===== src/rtl/digital_clock.sv =====
// 24-hour BCD wall clock, 00:00:00 to 23:59:59.
// One CLK_1Hz rising edge advances the time by one second; RESET clears
// all six digits at once, without waiting for a clock edge.
module digital_clock (
   input  logic       CLK_1Hz,
   input  logic       RESET,
   output logic [3:0] sec0,
   output logic [3:0] sec1,
   output logic [3:0] min0,
   output logic [3:0] min1,
   output logic [3:0] hour0,
   output logic [3:0] hour1
);

   logic [3:0] sec0_q, sec0_d;
   logic [3:0] sec1_q, sec1_d;
   logic [3:0] min0_q, min0_d;
   logic [3:0] min1_q, min1_d;
   logic [3:0] hour0_q, hour0_d;
   logic [3:0] hour1_q, hour1_d;

   // Terminal-count flags and the carry chain, taken straight from the
   // current digit values so that a full cascade settles in one edge.
   logic sec0_tc, sec1_tc, min0_tc, min1_tc;
   logic sec_carry, min_carry, day_wrap;

   // Terminal-count detection and carry propagation
   always_comb begin
      sec0_tc   = (sec0_q == 4'd9);
      sec1_tc   = (sec1_q == 4'd5);
      min0_tc   = (min0_q == 4'd9);
      min1_tc   = (min1_q == 4'd5);
      sec_carry = sec0_tc && sec1_tc;
      min_carry = sec_carry && min0_tc && min1_tc;
      day_wrap  = min_carry && (hour1_q == 4'd2) && (hour0_q == 4'd3);
   end

   // Next value of every digit; each digit moves only when its carry-in is set
   always_comb begin
      sec0_d  = sec0_tc ? 4'd0 : sec0_q + 4'd1;

      sec1_d  = sec1_q;
      if (sec0_tc) begin
         sec1_d = sec1_tc ? 4'd0 : sec1_q + 4'd1;
      end

      min0_d  = min0_q;
      if (sec_carry) begin
         min0_d = min0_tc ? 4'd0 : min0_q + 4'd1;
      end

      min1_d  = min1_q;
      if (sec_carry && min0_tc) begin
         min1_d = min1_tc ? 4'd0 : min1_q + 4'd1;
      end

      // Hours: 23 wraps to 00, otherwise plain two-digit decimal counting
      hour0_d = hour0_q;
      hour1_d = hour1_q;
      if (min_carry) begin
         if (day_wrap) begin
            hour0_d = 4'd0;
            hour1_d = 4'd0;
         end else if (hour0_q == 4'd9) begin
            hour0_d = 4'd0;
            hour1_d = hour1_q + 4'd1;
         end else begin
            hour0_d = hour0_q + 4'd1;
         end
      end
   end

   // Digit registers: asynchronous clear, advance once per second
   always_ff @(posedge CLK_1Hz or posedge RESET) begin
      if (RESET) begin
         sec0_q  <= 4'd0;
         sec1_q  <= 4'd0;
         min0_q  <= 4'd0;
         min1_q  <= 4'd0;
         hour0_q <= 4'd0;
         hour1_q <= 4'd0;
      end else begin
         sec0_q  <= sec0_d;
         sec1_q  <= sec1_d;
         min0_q  <= min0_d;
         min1_q  <= min1_d;
         hour0_q <= hour0_d;
         hour1_q <= hour1_d;
      end
   end

   assign sec0  = sec0_q;
   assign sec1  = sec1_q;
   assign min0  = min0_q;
   assign min1  = min1_q;
   assign hour0 = hour0_q;
   assign hour1 = hour1_q;

endmodule


===== config.mk =====
export PLATFORM = sky130hd
export DESIGN_NAME = digital_clock
export DESIGN_NICKNAME = d
export VERILOG_FILES = /design/src/rtl/digital_clock.sv
export SDC_FILE = /design/constraint.sdc
export NUM_CORES = 1
export LEC_CHECK = 0
export CORE_ASPECT_RATIO = 1.5
export CORE_MARGIN = 4
export CORE_UTILIZATION = 53
export CTS_CLUSTER_SIZE = 40
export DETAILED_ROUTE_END_ITERATION = 10
export HOLD_SLACK_MARGIN = 0.1
export PLACE_DENSITY = 0.83
export SLEW_MARGIN = 20
export SYNTH_ARGS = -nofsm -noshare
export SYNTH_HDL_FRONTEND = slang
export SYNTH_SLANG_ARGS = --single-unit

===== constraint.sdc =====
create_clock -name CLK_1Hz -period 3.43 [get_ports CLK_1Hz]
set_input_delay 1.029 -clock CLK_1Hz [delete_from_list [all_inputs] [get_ports CLK_1Hz]]
set_output_delay 1.029 -clock CLK_1Hz [all_outputs]
set_load 0.03 [all_outputs]

==> results.ini <==
[job]
cap_viol_max_count = 0

[placed_design]
io_buffer_count = 25
gp_congestion = 0.822
placed_cells = 157
dpl.hpwl_mm = 1.76

[floorplanning]
dieWidth_um = 47.2
core-area_mm2 = 0.00221
row_count = 21
die_h_um = 66.7
dieArea_mm2 = 0.00315
start_util_pct = 55.2
ios = 26

[clock_network]
cts_root_buf = clkbuf_4
htreeDepth = 1
clock_sinks = 24
numCtsBuffers = 3
insertion_delay_ps = 300
tritoncts = yes
post_cts_buffers = 0
cts-resized-gates = 0
cts_hold_buf = 0
cts_max_path_buffers = 2
clkTransAtPathRegs_ps = 120

[synthesis]
synthCells = 111
synth-async-reset-ratio_pct = 100
synth_area_per_cell_um2 = 11.0
ys_ff_latch = 24
yosysTopAreaCell = dfrtp_1
synth_most_common_cell = dfrtp_1
synth-compound-area-share_pct = 11.0
syn-num-nets = 117
synth_top_area_share_pct = 49.3
synth_xor_area_share_pct = 6.47
netlist_area_mm2 = 0.00122
synth_edf_count = 0
synthTopCellsByCount = dfrtp_1 (24), o21ai_0 (11), inv_1 (10)
ys_types = 33
synth_seq_area_share_pct = 49.3
synthSimpleGateAreaFrac_pct = 20.3
synthAdderAreaFrac_pct = 4.11
synth_top_family_by_area = simple AND/OR/NAND/NOR gates
yosysWarnings = 0
synth_flop_cell = dfrtp_1
synth_area_leaders = dfrtp_1 (49%), o21ai_0 (4.5%), xnor2_1 (4.3%), ha_1 (4.1%), and4bb_2 (3.1%)
yosys-mux-area-fraction_pct = 4.41

[timing]
skew_ps = 2.67
hold_viol = 0
finalCritPeriodShare_pct = 73.8
rsz0062_at_grt = false
tns_ps = 0
fin_crit_ps = 2530
slew_headroom_pct = 40.5
fmax_mhz = 395
setup_viol = 0
drv_slew = 0
worstMarginPinSlew_ps = 891

[setup_path]
reg2reg_slack_ps = 1560
path_buf_inv = 1
rr_worst_depth = 4
cp-start-kind = register
cpPeakStageDelay_ps = 720
cp-end-kind = output port
reg2reg_from = sec0[2]$_DFF_PP0_
criticalPathCategory = register to output port
crit_family = buffers and inverters
crit_slowest_cell = clkdlybuf4s50_1
r2r-end = hour0[3]$_DFFE_PP0P_
cp.arrival_ps = 1500
path_cells = clkdlybuf4s50_1
required_ps = 2400
cp_max_fo = 7

[min_path]
hold_end = min0[0]$_DFFE_PP0N_
holdPathStages = 1
min_from = min0[0]$_DFFE_PP0N_
hp-class = register to register

[routing]
wl_per_cell_um = 14.3
via_count = 939
ant_nets = 0
drtIter0Drc = 35
wl_met1_um = 915
vias_per_cell = 5.87
drc = 0
highest_layer = met4
firstDrtPassIters = 4
wl_met2_mm = 1.23
routed-wl-met3_um = 99
wl_mm = 2.29

[grt]
grt_pass1_vias = 957
grt_pass1_wl_mm = 3.97
antenna_found_initial = 0
grt_max_degree = 25
grt-ovfl-total = 0
grtUsageTotal_pct = 17.8

[layout]
final_cells = 160
seq_area_um2 = 601
finalCoreUtilization_pct = 68.1
multiInputGateArea_um2 = 564
drive_above_1_share_pct = 10.2
n_fill_cell = 187
antenna_cells = 0
syn2layout_area_growth_pct = 23.4
nets = 145

[power]
powerDensity_mw_per_mm2 = 271
power_leakage_nw = 0.634
peakVddDrop_mv = 0.277

[run_status]
status = completed

-- worst reg2reg max path: cells and delay by family (launching register included) --
family | cells | cell delay [ps]
AOI/OAI and AO/OA | 2 | 660
and+or+nand+nor | 2 | 680
DFF | 1 | 450
-- layer usage --
| layer | up-vias | global-route usage, % |
|---|---|---|
| met5 | - | 0 |
| met1 | 457 | 17.6 |
| li1 | 451 | - |
| met4 | 0 | 9.69 |
| met2 | 27 | 32.3 |
| met3 | 4 | 3.51 |
-- registers in the layout, indices dropped and copies added (netlist names) --
signal,count
min1,4
sec0,4
hour1,4
min0,4
hour0,4
sec1,4
-- area by class of cell --
class / count / share of cell area, %
Inverter: 10 / 2.50
Multi-Input combinational cell: 75 / 37.5
Sequential cell: 24 / 39.9
Tap cell: 23 / 1.91
Timing Repair Buffer: 25 / 16.6
Clock buffer: 3 / 1.50
-- worst max path at each step --
stage	start	end	slack, ps	cells after the start
global route	sec1[0]$_DFFE_PP0N_	sec1[0]	800	1
detailed placement	sec1[0]$_DFFE_PP0N_	sec1[0]	1250	1
CTS	hour0[3]$_DFFE_PP0P_	hour0[3]	890	1
finish	hour0[3]$_DFFE_PP0P_	hour0[3]	900	1
floorplan	sec0[2]$_DFF_PP0_	min0[0]$_DFFE_PP0N_	1630	5
global placement	sec1[0]$_DFFE_PP0N_	sec1[0]	1260	1
-- through the flow --
step / power (W) / hold WS (ps) / instance area, µm² / setup slack, ps
floorplan: 0.000293 / 634 / 1220 / 1630
global placement: 0.000295 / 473 / 1480 / 1260
detailed placement: 0.000295 / 489 / 1480 / 1250
CTS: 0.000413 / 508 / 1500 / 891
global route: 0.000429 / 537 / 1500 / 797
finish: 0.000407 / 501 / 1500 / 899
-- kinds of logic (layout without fill, tap and decap cells) --
| group | count (synthesis) | in the layout |
|---|---|---|
| adders and majority gates | 4 | 4 |
| xor gates and xnor gates | 9 | 9 |
| buffers and inverters | 12 | 38 |
| AOI/OAI and AO/OA | 22 | 22 |
| and+or+nand+nor | 35 | 35 |
| DFF | 24 | 24 |
| muxes | 5 | 5 |
-- where the power goes --
part,switching (W),internal [W],total [W]
registers,0,0.000283,0.000283
clock network,0.0000767,0.0000410,0.000118
logic,0.00000529,0.00000105,0.00000634
total,0.0000820,0.000325,0.000407
-- placed cells by master (no fill, tap or decap), drive strengths merged, types with 3 or more instances in the layout --
master	n
a21oi	5
and4bb	4
clkbuf	3
clkdlybuf4s50	25
dfrtp	24
ha	4
inv	10
mux2	3
nand2	7
nand3	7
nand4	4
o21ai	11
xnor2	6
xor2	3
Power figures use the tool's default switching activity.
